$ cat config.mk
export PLATFORM = sky130hd
export DESIGN_NAME = multi_cycle_datapath
export DESIGN_NICKNAME = d
export VERILOG_FILES = /design/src/rtl/rv32i_defs_pkg.sv /design/src/rtl/alu.sv /design/src/rtl/imm_extend.sv /design/src/rtl/multi_cycle_control.sv /design/src/rtl/register_file.sv /design/src/rtl/multi_cycle_datapath.sv
export SDC_FILE = /design/constraint.sdc
export NUM_CORES = 2
export LEC_CHECK = 0
export CORE_UTILIZATION = 45
export DETAILED_ROUTE_END_ITERATION = 6
export DONT_BUFFER_PORTS = 1
export PLACE_DENSITY = 0.7
export SLEW_MARGIN = 20
export SYNTH_ARGS = -nofsm -noshare
export SYNTH_HDL_FRONTEND = slang
export SYNTH_SLANG_ARGS = --single-unit
$ cat constraint.sdc
create_clock -name clk -period 17.84 [get_ports clk]
set_clock_uncertainty 0.05 [all_clocks]
set_input_delay 0.892 -clock clk [delete_from_list [all_inputs] [get_ports clk]]
set_output_delay 0.892 -clock clk [all_outputs]
set_load 0.02 [all_outputs]
$ cat src/rtl/rv32i_defs_pkg.sv
// Shared RV32I definitions: ALU opcodes, operand width, multi-cycle FSM states,
// opcode constants and the datapath mux selects used by control and datapath.
package rv32i_defs;
  localparam int OperandSize = 32;
  localparam logic [31:0] ResetVectorDefault = 32'h0000_0000;

  typedef enum logic [3:0] {
    AluAdd, AluSub, AluAnd, AluOr, AluXor, AluSlt, AluSltu, AluSll, AluSrl, AluSra
  } alu_opcode_t;

  typedef enum logic [3:0] {
    S_FETCH, S_DECODE, S_MEM_ADR, S_MEM_READ, S_MEM_WB, S_MEM_WRITE,
    S_EXEC_R, S_EXEC_I, S_ALU_WB, S_JAL, S_BRANCH, S_TRAP
  } mc_state_t;

  localparam logic [6:0] OpLoad   = 7'b0000011;
  localparam logic [6:0] OpStore  = 7'b0100011;
  localparam logic [6:0] OpOp     = 7'b0110011;
  localparam logic [6:0] OpOpImm  = 7'b0010011;
  localparam logic [6:0] OpJal    = 7'b1101111;
  localparam logic [6:0] OpBranch = 7'b1100011;

  typedef enum logic [1:0] {ImmI, ImmS, ImmB, ImmJ} imm_src_t;
  typedef enum logic [1:0] {SrcAPc, SrcAOldPc, SrcAReg} src_a_t;
  typedef enum logic [1:0] {SrcBReg, SrcBImm, SrcBFour} src_b_t;
  typedef enum logic [1:0] {PcAlu, PcAluOut, PcOldPc} pc_src_t;
  typedef enum logic [1:0] {ResAluOut, ResData, ResPc} result_t;

  // alt selects sub/sra; callers decide when funct7[5] is meaningful
  function automatic alu_opcode_t alu_decode(input logic [2:0] f3, input logic alt);
    case (f3)
      3'b000:  return alt ? AluSub : AluAdd;
      3'b001:  return AluSll;
      3'b010:  return AluSlt;
      3'b011:  return AluSltu;
      3'b100:  return AluXor;
      3'b101:  return alt ? AluSra : AluSrl;
      3'b110:  return AluOr;
      default: return AluAnd;
    endcase
  endfunction
endpackage

$ cat src/rtl/alu.sv
// Combinational RV32I ALU with zero flag for branch compare.
module alu import rv32i_defs::*; (
  input  logic [OperandSize-1:0] a,
  input  logic [OperandSize-1:0] b,
  input  alu_opcode_t            alu_ctrl,
  output logic [OperandSize-1:0] y,
  output logic                   zero
);
  always_comb begin
    y = '0;
    case (alu_ctrl)
      AluAdd:  y = a + b;
      AluSub:  y = a - b;
      AluAnd:  y = a & b;
      AluOr:   y = a | b;
      AluXor:  y = a ^ b;
      AluSlt:  y = {{(OperandSize-1){1'b0}}, $signed(a) < $signed(b)};
      AluSltu: y = {{(OperandSize-1){1'b0}}, a < b};
      AluSll:  y = a << b[4:0];
      AluSrl:  y = a >> b[4:0];
      AluSra:  y = $signed(a) >>> b[4:0];
      default: y = '0;
    endcase
  end
  assign zero = (y == '0);
endmodule

$ cat src/rtl/imm_extend.sv
// Sign-extended immediate generation for I/S/B/J formats.
module imm_extend import rv32i_defs::*; (
  input  logic [31:7]            instr,
  input  imm_src_t               imm_src,
  output logic [OperandSize-1:0] imm
);
  always_comb begin
    imm = '0;
    case (imm_src)
      ImmI: imm = {{20{instr[31]}}, instr[31:20]};
      ImmS: imm = {{20{instr[31]}}, instr[31:25], instr[11:7]};
      ImmB: imm = {{20{instr[31]}}, instr[7], instr[30:25], instr[11:8], 1'b0};
      ImmJ: imm = {{12{instr[31]}}, instr[19:12], instr[20], instr[30:21], 1'b0};
      default: imm = '0;
    endcase
  end
endmodule

$ cat src/rtl/multi_cycle_control.sv
// Multi-cycle control FSM with main and ALU decoders; drives every datapath
// enable and mux select. TRAP is terminal until reset.
module multi_cycle_control import rv32i_defs::*; (
  input  logic        clk,
  input  logic        rst,
  input  logic [6:0]  opcode,
  input  logic [2:0]  funct3,
  input  logic        funct7b5,
  input  logic        zero,
  input  logic        mem_ready,
  output logic        pc_write,
  output logic        ir_write,
  output logic        reg_write,
  output logic        mem_req,
  output logic        mem_we,
  output logic        adr_src,
  output logic        ab_write,
  output logic        alu_out_write,
  output logic        data_write,
  output src_a_t      src_a_sel,
  output src_b_t      src_b_sel,
  output pc_src_t     pc_src,
  output result_t     result_sel,
  output imm_src_t    imm_src,
  output alu_opcode_t alu_ctrl,
  output logic        retire,
  output logic        halted
);
  mc_state_t state, next;

  always_ff @(posedge clk)
    if (rst) state <= S_FETCH;
    else     state <= next;

  always_comb begin
    next = state;
    pc_write = 1'b0; ir_write = 1'b0; reg_write = 1'b0; mem_req = 1'b0; mem_we = 1'b0;
    adr_src = 1'b0; ab_write = 1'b0; alu_out_write = 1'b0; data_write = 1'b0;
    src_a_sel = SrcAReg; src_b_sel = SrcBImm; pc_src = PcAluOut; result_sel = ResAluOut;
    imm_src = ImmI; alu_ctrl = AluAdd; retire = 1'b0;
    halted = (state == S_TRAP);
    case (state)
      S_FETCH: begin
        mem_req = 1'b1; src_a_sel = SrcAPc; src_b_sel = SrcBFour; pc_src = PcAlu;
        if (mem_ready) begin ir_write = 1'b1; pc_write = 1'b1; next = S_DECODE; end
      end
      S_DECODE: begin
        // speculative branch/jal target computed while the registers are read
        ab_write = 1'b1; alu_out_write = 1'b1; src_a_sel = SrcAOldPc;
        imm_src = (opcode == OpJal) ? ImmJ : ImmB;
        case (opcode)
          OpLoad, OpStore: next = S_MEM_ADR;
          OpOp:            next = S_EXEC_R;
          OpOpImm:         next = S_EXEC_I;
          OpJal:           next = S_JAL;
          OpBranch:        next = (funct3[2:1] == 2'b00) ? S_BRANCH : S_TRAP;
          default:         next = S_TRAP;
        endcase
      end
      S_MEM_ADR: begin
        alu_out_write = 1'b1;
        imm_src = (opcode == OpStore) ? ImmS : ImmI;
        next = (opcode == OpStore) ? S_MEM_WRITE : S_MEM_READ;
      end
      S_MEM_READ: begin
        mem_req = 1'b1; adr_src = 1'b1;
        if (mem_ready) begin data_write = 1'b1; next = S_MEM_WB; end
      end
      S_MEM_WB: begin reg_write = 1'b1; result_sel = ResData; retire = 1'b1; next = S_FETCH; end
      S_MEM_WRITE: begin
        mem_req = 1'b1; mem_we = 1'b1; adr_src = 1'b1;
        if (mem_ready) begin retire = 1'b1; next = S_FETCH; end
      end
      S_EXEC_R: begin
        src_b_sel = SrcBReg; alu_ctrl = alu_decode(funct3, funct7b5);
        alu_out_write = 1'b1; next = S_ALU_WB;
      end
      S_EXEC_I: begin
        alu_ctrl = alu_decode(funct3, funct7b5 && funct3 == 3'b101);
        alu_out_write = 1'b1; next = S_ALU_WB;
      end
      S_ALU_WB: begin reg_write = 1'b1; retire = 1'b1; next = S_FETCH; end
      S_JAL: begin
        reg_write = 1'b1; result_sel = ResPc; pc_write = 1'b1; retire = 1'b1; next = S_FETCH;
      end
      S_BRANCH: begin
        src_b_sel = SrcBReg; alu_ctrl = AluSub;
        pc_write = funct3[0] ? !zero : zero; retire = 1'b1; next = S_FETCH;
      end
      S_TRAP: begin pc_write = 1'b1; pc_src = PcOldPc; end
      default: next = S_FETCH;
    endcase
    // nothing leaves the core during reset, even mid-transaction
    if (rst) begin mem_req = 1'b0; mem_we = 1'b0; reg_write = 1'b0; end
  end
endmodule

$ cat src/rtl/register_file.sv
// 32 x 32 register file, two async reads, one sync write; x0 hardwired to zero.
module register_file import rv32i_defs::*; (
  input  logic                   clk,
  input  logic                   we,
  input  logic [4:0]             ra1,
  input  logic [4:0]             ra2,
  input  logic [4:0]             wa,
  input  logic [OperandSize-1:0] wd,
  output logic [OperandSize-1:0] rd1,
  output logic [OperandSize-1:0] rd2
);
  logic [OperandSize-1:0] regs [32];

  always_ff @(posedge clk)
    if (we && wa != 5'd0) regs[wa] <= wd;

  assign rd1 = (ra1 == 5'd0) ? '0 : regs[ra1];
  assign rd2 = (ra2 == 5'd0) ? '0 : regs[ra2];
endmodule

$ cat src/rtl/multi_cycle_datapath.sv
// RV32I multi-cycle core datapath: shared memory port, one ALU reused across
// states, instruction-retire counter and sticky halt on illegal opcodes.
module multi_cycle_datapath import rv32i_defs::*; #(
  parameter logic [31:0] ResetVector      = ResetVectorDefault,
  parameter int          RetireCountWidth = 32
) (
  input  logic                        clk,
  input  logic                        rst,
  output logic                        mem_req,
  output logic [31:0]                 mem_addr,
  output logic                        mem_write_enable,
  output logic [31:0]                 mem_write_data,
  input  logic [31:0]                 mem_read_data,
  input  logic                        mem_ready,
  output logic                        halted,
  output logic [RetireCountWidth-1:0] instret
);
  logic [31:0] pc, old_pc, ir, data_reg, a, b, alu_out;
  logic [31:0] rd1, rd2, imm, src_a, src_b, alu_y, pc_next, wd;
  logic        zero, pc_write, ir_write, reg_write, adr_src, ab_write, alu_out_write;
  logic        data_write, retire;
  src_a_t      src_a_sel;
  src_b_t      src_b_sel;
  pc_src_t     pc_src;
  result_t     result_sel;
  imm_src_t    imm_src;
  alu_opcode_t alu_ctrl;

  multi_cycle_control u_ctrl (
    .clk, .rst, .opcode(ir[6:0]), .funct3(ir[14:12]), .funct7b5(ir[30]), .zero, .mem_ready,
    .pc_write, .ir_write, .reg_write, .mem_req, .mem_we(mem_write_enable), .adr_src,
    .ab_write, .alu_out_write, .data_write, .src_a_sel, .src_b_sel, .pc_src, .result_sel,
    .imm_src, .alu_ctrl, .retire, .halted
  );

  register_file u_rf (
    .clk, .we(reg_write), .ra1(ir[19:15]), .ra2(ir[24:20]), .wa(ir[11:7]), .wd, .rd1, .rd2
  );

  imm_extend u_imm (.instr(ir[31:7]), .imm_src, .imm);

  alu u_alu (.a(src_a), .b(src_b), .alu_ctrl, .y(alu_y), .zero);

  always_comb begin
    case (src_a_sel)
      SrcAPc:    src_a = pc;
      SrcAOldPc: src_a = old_pc;
      default:   src_a = a;
    endcase
    case (src_b_sel)
      SrcBReg:  src_b = b;
      SrcBFour: src_b = 32'd4;
      default:  src_b = imm;
    endcase
    case (pc_src)
      PcAlu:   pc_next = alu_y;
      PcOldPc: pc_next = old_pc;
      default: pc_next = alu_out;
    endcase
    case (result_sel)
      ResData: wd = data_reg;
      ResPc:   wd = pc;
      default: wd = alu_out;
    endcase
  end

  assign mem_addr       = adr_src ? alu_out : pc;
  assign mem_write_data = b;

  always_ff @(posedge clk) begin
    if (rst) begin
      pc <= ResetVector; old_pc <= '0; ir <= '0; data_reg <= '0;
      a <= '0; b <= '0; alu_out <= '0; instret <= '0;
    end else begin
      if (ir_write)      begin ir <= mem_read_data; old_pc <= pc; end
      if (pc_write)      pc <= pc_next;
      if (ab_write)      begin a <= rd1; b <= rd2; end
      if (alu_out_write) alu_out <= alu_y;
      if (data_write)    data_reg <= mem_read_data;
      if (retire)        instret <= instret + 1'b1;
    end
  end
endmodule

# [Word-level counts from Yosys, hierarchy flattened]
# Memory sizes are Yosys's and may differ from the RTL's. A register that Yosys moved wholly into a read port is not among the register bits.
# Index checks and enable logic that the tools add are counted.
[totals] reg_bits=260 wordCells=141 ram_bits=1024 input_bits=35 n_memories=1 out_inout_bits=99
[op_classes] bitwise_logic=4 n_addsub=3 reduce_logical=25 n_eq_ne=43 n_mux=51 shift=3 magnitude_cmp=2
[memory_table] memory="u_rf.regs" words=32 word_bits=32 rd=2 rd_ports_with_merged_regs=2 wr=1 line="register_file.sv:12" text="logic [OperandSize-1:0] regs [32];"
[ops] cell="32-bit one-hot mux with 10 select lines" n=1
[ops] cell="32-bit one-hot mux with 2 select lines" n=4
[ops] cell="32-bit one-hot mux with 4 select lines" n=1
[ops] cell="32-bit 2-to-1 mux" n=3
[ops] cell="4-bit one-hot mux with 7 select lines" n=3
[ops] cell="32-bit less-than comparator" n=2
[ops] cell="32-bit by 1-bit adder with 32-bit output (second input constant)" n=1
[ops] cell="32-bit adder" n=1
[ops] cell="32-bit bitwise AND" n=1
[ops] cell="4-bit by 3-bit equality test with 1-bit output (second input constant)" n=8
[ops] cell="32-bit logical NOT" n=1
[ops] cell="32-bit OR" n=1
[ops] cell="32-bit by 5-bit left shift with 32-bit output" n=1
[ops] cell="32-bit by 5-bit right shift with 32-bit output" n=1
[ops] cell="32-bit by 5-bit >>> shifter with 32-bit output" n=1
[ops] cell="32-bit subtractor" n=1
[ops] cell="32-bit bitwise XOR" n=1
[ops] cell="4-bit equality test (second input constant)" n=6
[ops] cell="1-bit 2-to-1 mux" n=22
[ops] cell="5-bit 2-to-1 mux" n=4
[ops] cell="2-bit one-hot mux with 2 select lines" n=5
[ops] cell="4-bit one-hot mux with 5 select lines" n=1
[ops] cell="4-bit by 2-bit equality test with 1-bit output (second input constant)" n=4
[ops] cell="7-bit by 6-bit equality test with 1-bit output (second input constant)" n=2
[ops] cell="27 further kinds" n=55

# [Depth between registers and ports, before layout]
[logic_depth] depth_word=12 ltp_mapped=30 mapped_depth_nobuf=23

# [Modules after synthesis]
# Synthesis repeated with hierarchy kept, for this count alone.
[hier_totals] cells_unflattened=5452 hier_area_um2=70346.2
[modules_own_cells] module="register_file" cells_each=2564 n_inst=1 area_per_inst_um2=47929.7 seq_area_each_um2=30749.5
[modules_own_cells] module="multi_cycle_datapath" cells_each=1363 n_inst=1 area_per_inst_um2=12010.3 seq_area_each_um2=5124.9
[modules_own_cells] module="alu" cells_each=1377 n_inst=1 area_per_inst_um2=9415.3 seq_area_each_um2=0.0
[modules_own_cells] module="multi_cycle_control" cells_each=109 n_inst=1 area_per_inst_um2=668.1 seq_area_each_um2=80.1
[modules_own_cells] module="imm_extend" cells_each=39 n_inst=1 area_per_inst_um2=322.8 seq_area_each_um2=0.0

# [Least setup slack after synthesis]
# No wires, ideal clock.
[synth_timing] path_type="reg2reg" from="register u_ctrl.state[1]" to="register pc[10]" stages_incl_launch_ff=29 synth_period_minus_slack_ns=7.041 t_required_ns=17.669 slack_ns=10.799 arrival_ns=6.870 path_cell_list="dfxtp_1 > buf_2 > or4_1 > a21boi_1 > o211ai_1 > and3_1 > clkbuf_1 > buf_2 > buf_1 > clkbuf_1 > clkbuf_1 > ha_1 > clkbuf_1 > nor3b_1 > a311oi_1 > nand4b_1 > a31oi_1 > o21bai_1 > o41ai_1 > xnor2_1 > a2111oi_0 > nand3_1 > or4_1 > nor4b_2 > nand4_1 > mux2i_1 > nor2_1 > buf_6 > mux2_4"
[synth_via] elab_chain_cells=11 word_cells_on_any_way=54
[synth_lines] item="start: declaration" line="multi_cycle_control.sv:29" text="mc_state_t state, next;"
[synth_lines] item="start signal: assignment" line="multi_cycle_control.sv:33" text="else state <= next;"
[synth_lines] item="4-bit by 2-bit equality test with 1-bit output, or another cell as far along" line="multi_cycle_control.sv:42" text="case (state)"
[synth_lines] item="2-bit one-hot mux with 2 select lines or 2-bit OR reduction (tied branches)"
[synth_lines] item="2-bit equality test, or another cell as far along" line="imm_extend.sv:9" text="case (imm_src)"
[synth_lines] item="32-bit one-hot mux with 4 select lines, or another cell as far along" line="imm_extend.sv:9"
[synth_lines] item="32-bit one-hot mux with 2 select lines" line="multi_cycle_datapath.sv:50" text="case (src_b_sel)"
[synth_lines] item="32-bit subtractor, or another cell as far along" line="alu.sv:13" text="AluSub: y = a - b;"
[synth_lines] item="32-bit one-hot mux with 10 select lines" line="alu.sv:11" text="case (alu_ctrl)"
[synth_lines] item="32-bit logical NOT" line="alu.sv:25" text="assign zero = (y == '0);"
[synth_lines] item="1-bit logical NOT" line="multi_cycle_control.sv:88" text="pc_write = funct3[0] ? !zero : zero; retire = 1'b1; next = S_FETCH;"
[synth_lines] item="1-bit 2-to-1 mux" line="multi_cycle_control.sv:88"
[synth_lines] item="1-bit one-hot mux with 3 select lines" line="multi_cycle_control.sv:42"
[synth_lines] item="end signal: assignment" line="multi_cycle_datapath.sv:76" text="if (pc_write) pc <= pc_next;"
[synth_lines] item="end: declaration" line="multi_cycle_datapath.sv:18" text="logic [31:0] pc, old_pc, ir, data_reg, a, b, alu_out;"
# Parallel ways exist; a longest one is shown, timed or not. The select of a mux whose other input is x is not followed.
# A chain may end at the register's enable or synchronous reset.

# [Final worst setup path]
[layout_timing] from="register u_ctrl.state[0]" to="register pc[31]"
# The elaborated chain is that of the path after synthesis.

==> results.json <==
{
  "tritoncts.num_buffers": 131,
  "holdWs_ps": 148.4,
  "cts.clk_slew.worst_paths_ps": 60,
  "dr.first_iter.drc_count": 7461,
  "worst_slack_ps": 8035,
  "synthArstFlopShare_pct": 0,
  "multi_input_area_sq_um": 31660,
  "drive_gt1_share_pct": 24.56,
  "rsz0062_at_grt": "false",
  "required_ps": 18450,
  "cts_tree": "yes",
  "synth_top_cell_by_area": "edfxtp_1",
  "crit_fanout": 46,
  "globalRouteOverflowTotal": 0,
  "grt_pass1_vias": 47450,
  "top_register": "u_rf.regs",
  "end_kind": "flip-flop",
  "yosys_warnings": 0,
  "clock_sinks": 1294,
  "grt_first_pass_wirelength_mm": 349.3,
  "p_per_area_nw_per_um2": 108.6,
  "root_buffer": "clkbuf_16",
  "leakagePower_uw": 0.02394,
  "hpwl_mm": 156.5,
  "synth_cell_types": 98,
  "outcome": "complete, no violations",
  "routabilityCongestion": 1.095,
  "cts_resized": 0,
  "wl_per_cell_um": 34.84,
  "worst_pin_slew_ps": 1261,
  "dp_slack_ps": 8445,
  "antenna_found_initial": 16,
  "netlist_area_sq_um": 69050,
  "synth_top_area_share_pct": 44.53,
  "grt_max_degree": 296,
  "die_area_sq_um": 155000,
  "viasPerCell": 6.988,
  "arrival_ps": 10410,
  "synthCells": 5029,
  "die_y_um": 393.7,
  "maxCapViolations": 0,
  "ios": 134,
  "timing.fmax_mhz": 102.0,
  "crit_path_start_kind": "flip-flop",
  "cts_hold_buffers": 0,
  "start_util_pct": 45.41,
  "ir_drop_uv": 98.37,
  "io_buffers": 0,
  "core_sq_um": 152100,
  "register_area_sq_um": 36190,
  "ys_seq_elements": 1294,
  "wl_mm": 246.1,
  "vias": 49360,
  "syn2layout_area_growth_pct": 10.26,
  "seq_area_frac_synth_pct": 52.36,
  "final_min_period_over_clock_period_pct": 54.96,
  "synth_edf_count": 1024,
  "clk_latency_ps": 770,
  "post_cts_buffers": 0,
  "avgSynthCellArea_sq_um": 13.73,
  "final_util_pct": 50.06,
  "h-tree-depth": 4,
  "cts_buffer_depth": 3,
  "drcViolationCount": 0,
  "hp-class": "primary input to flip-flop",
  "drv_slew": 0,
  "critPathKind": "flip-flop to flip-flop",
  "layout.nets": 5050,
  "period_needed_ps": 9805,
  "largest_reg_flops": 1024,
  "synthTopCellsByArea": "edfxtp_1 45%, mux4_2 21%, dfxtp_1 7.8%",
  "fillers": 12580,
  "synth_flop_cell": "edfxtp_1",
  "die_w_um": 393.7,
  "grtUsageTotal_pct": 31.21,
  "power_uw": 8266,
  "slew_headroom_pct": 15.95,
  "finalSetupTns_ps": 0,
  "antenna_left": 0,
  "hold_viol": 0,
  "dr.pass1.iters": 6,
  "setup-violations-final": 0,
  "row_count": 143
}
==> worst paths after layout <==
check | from | endpoint | slack [ps] | cells past startpoint
hold reg to reg | data_reg[18] | data_reg[18] | 400 | 2
setup reg to reg | u_ctrl.state[0] | pc[31] | 8040 | 22
setup / recovery | u_ctrl.state[0] | pc[31] | 8040 | 22
hold / removal | rst | mem_write_data[1] | 150 | 1
==> layout by cell type, fill, tap and decap left out, types with 56 or more instances in the layout <==
cell type / netlist / final
nand3_1: 58 / 56
o21ai_0: 152 / 119
mux2_2: 103 / 103
dfxtp_1: 270 / 259
nor2b_1: 60 / 60
inv_1: 100 / 99
o22ai_1: 62 / 62
clkbuf_16: 0 / 134
mux4_2: 641 / 641
nand2_1: 423 / 421
a21oi_1: 292 / 292
nor3_1: 67 / 63
nor2_1: 437 / 401
ha_1: 100 / 99
a22oi_1: 57 / 57
edfxtp_1: 1024 / 1024
buf_4: 7 / 121
mux2i_1: 151 / 151
==> cell families after synthesis <==
logic type	count (synthesis)	share of synthesized area, %
mux	927	25.47
simple gates	1211	7.813
other cells	1	0.005430
xor+xnor	41	0.5200
buf+inv	507	2.912
compound gates	946	9.058
fa+ha+maj	102	1.870
flops	1294	52.36
==> cell usage after synthesis (all sizes together), types with 36 or more instances <==
library cell	instances
o21ai	155
mux4	641
edfxtp	1024
ha	100
nor3	69
a21oi	292
a221oi	36
nor2	437
a211oi	43
buf	118
dfxtp	270
nand3	58
mux2i	153
clkbuf	287
inv	102
nor2b	60
a22oi	57
nand2	423
mux2	133
o22ai	62
==> routing by layer <==
layer  part of all wire, %  GRT usage (%)  vias up
li1                      -              -    19770
met1                    36          40.52    25140
met2                    45          47.51     3657
met3                    12          8.515      792
met4                   6.4          17.33        6
met5                 0.018              0        -
==> metrics by stage <==
step           instances  area (sq um)
3_5_place_dp        6809         71610
2_1_floorplan       5060         69170
5_1_grt             7057         76120
6_report            7064         76140
4_1_cts             7046         75930
3_3_place_gp        6808         71560
==> worst max-delay path, stage by stage (launching register included) <==
cell and delay [ps]:
dfxtp_2 630, buf_4 540, nor4b_4 900, o31ai_1 340, nand4_1 220, and3_2 370
buf_4 590, inv_2 90, ha_1 260, o311a_1 420, o21ai_0 530, nand3_1 260
a31oi_1 650, o221ai_1 280, a221o_1 330, a211oi_1 690, nand4_1 180, nor4_1 690
nand4_1 230, mux2i_1 220, nor2_4 120, buf_4 590, mux2_2 420
==> report_power, final <==
part | leakage, uW | internal, uW | total, uW | switching (uW)
clock network | 0.00211 | 1600 | 2810 | 1200
registers | 0.0117 | 3430 | 3570 | 134
logic | 0.0102 | 690 | 1890 | 1200
total | 0.0239 | 5730 | 8270 | 2540
==> final cells by class <==
cell class / instances / share of cell area [%]
timing repair buffer: 125 / 1.318
antenna: 17 / 0.05587
clock inverter: 65 / 0.9515
tap: 2030 / 3.336
sequential: 1294 / 47.53
multi-input combinational: 3259 / 41.58
inverter: 102 / 0.5061
clock buffer: 172 / 4.723
Note: power is estimated with default switching activity, not from simulation.
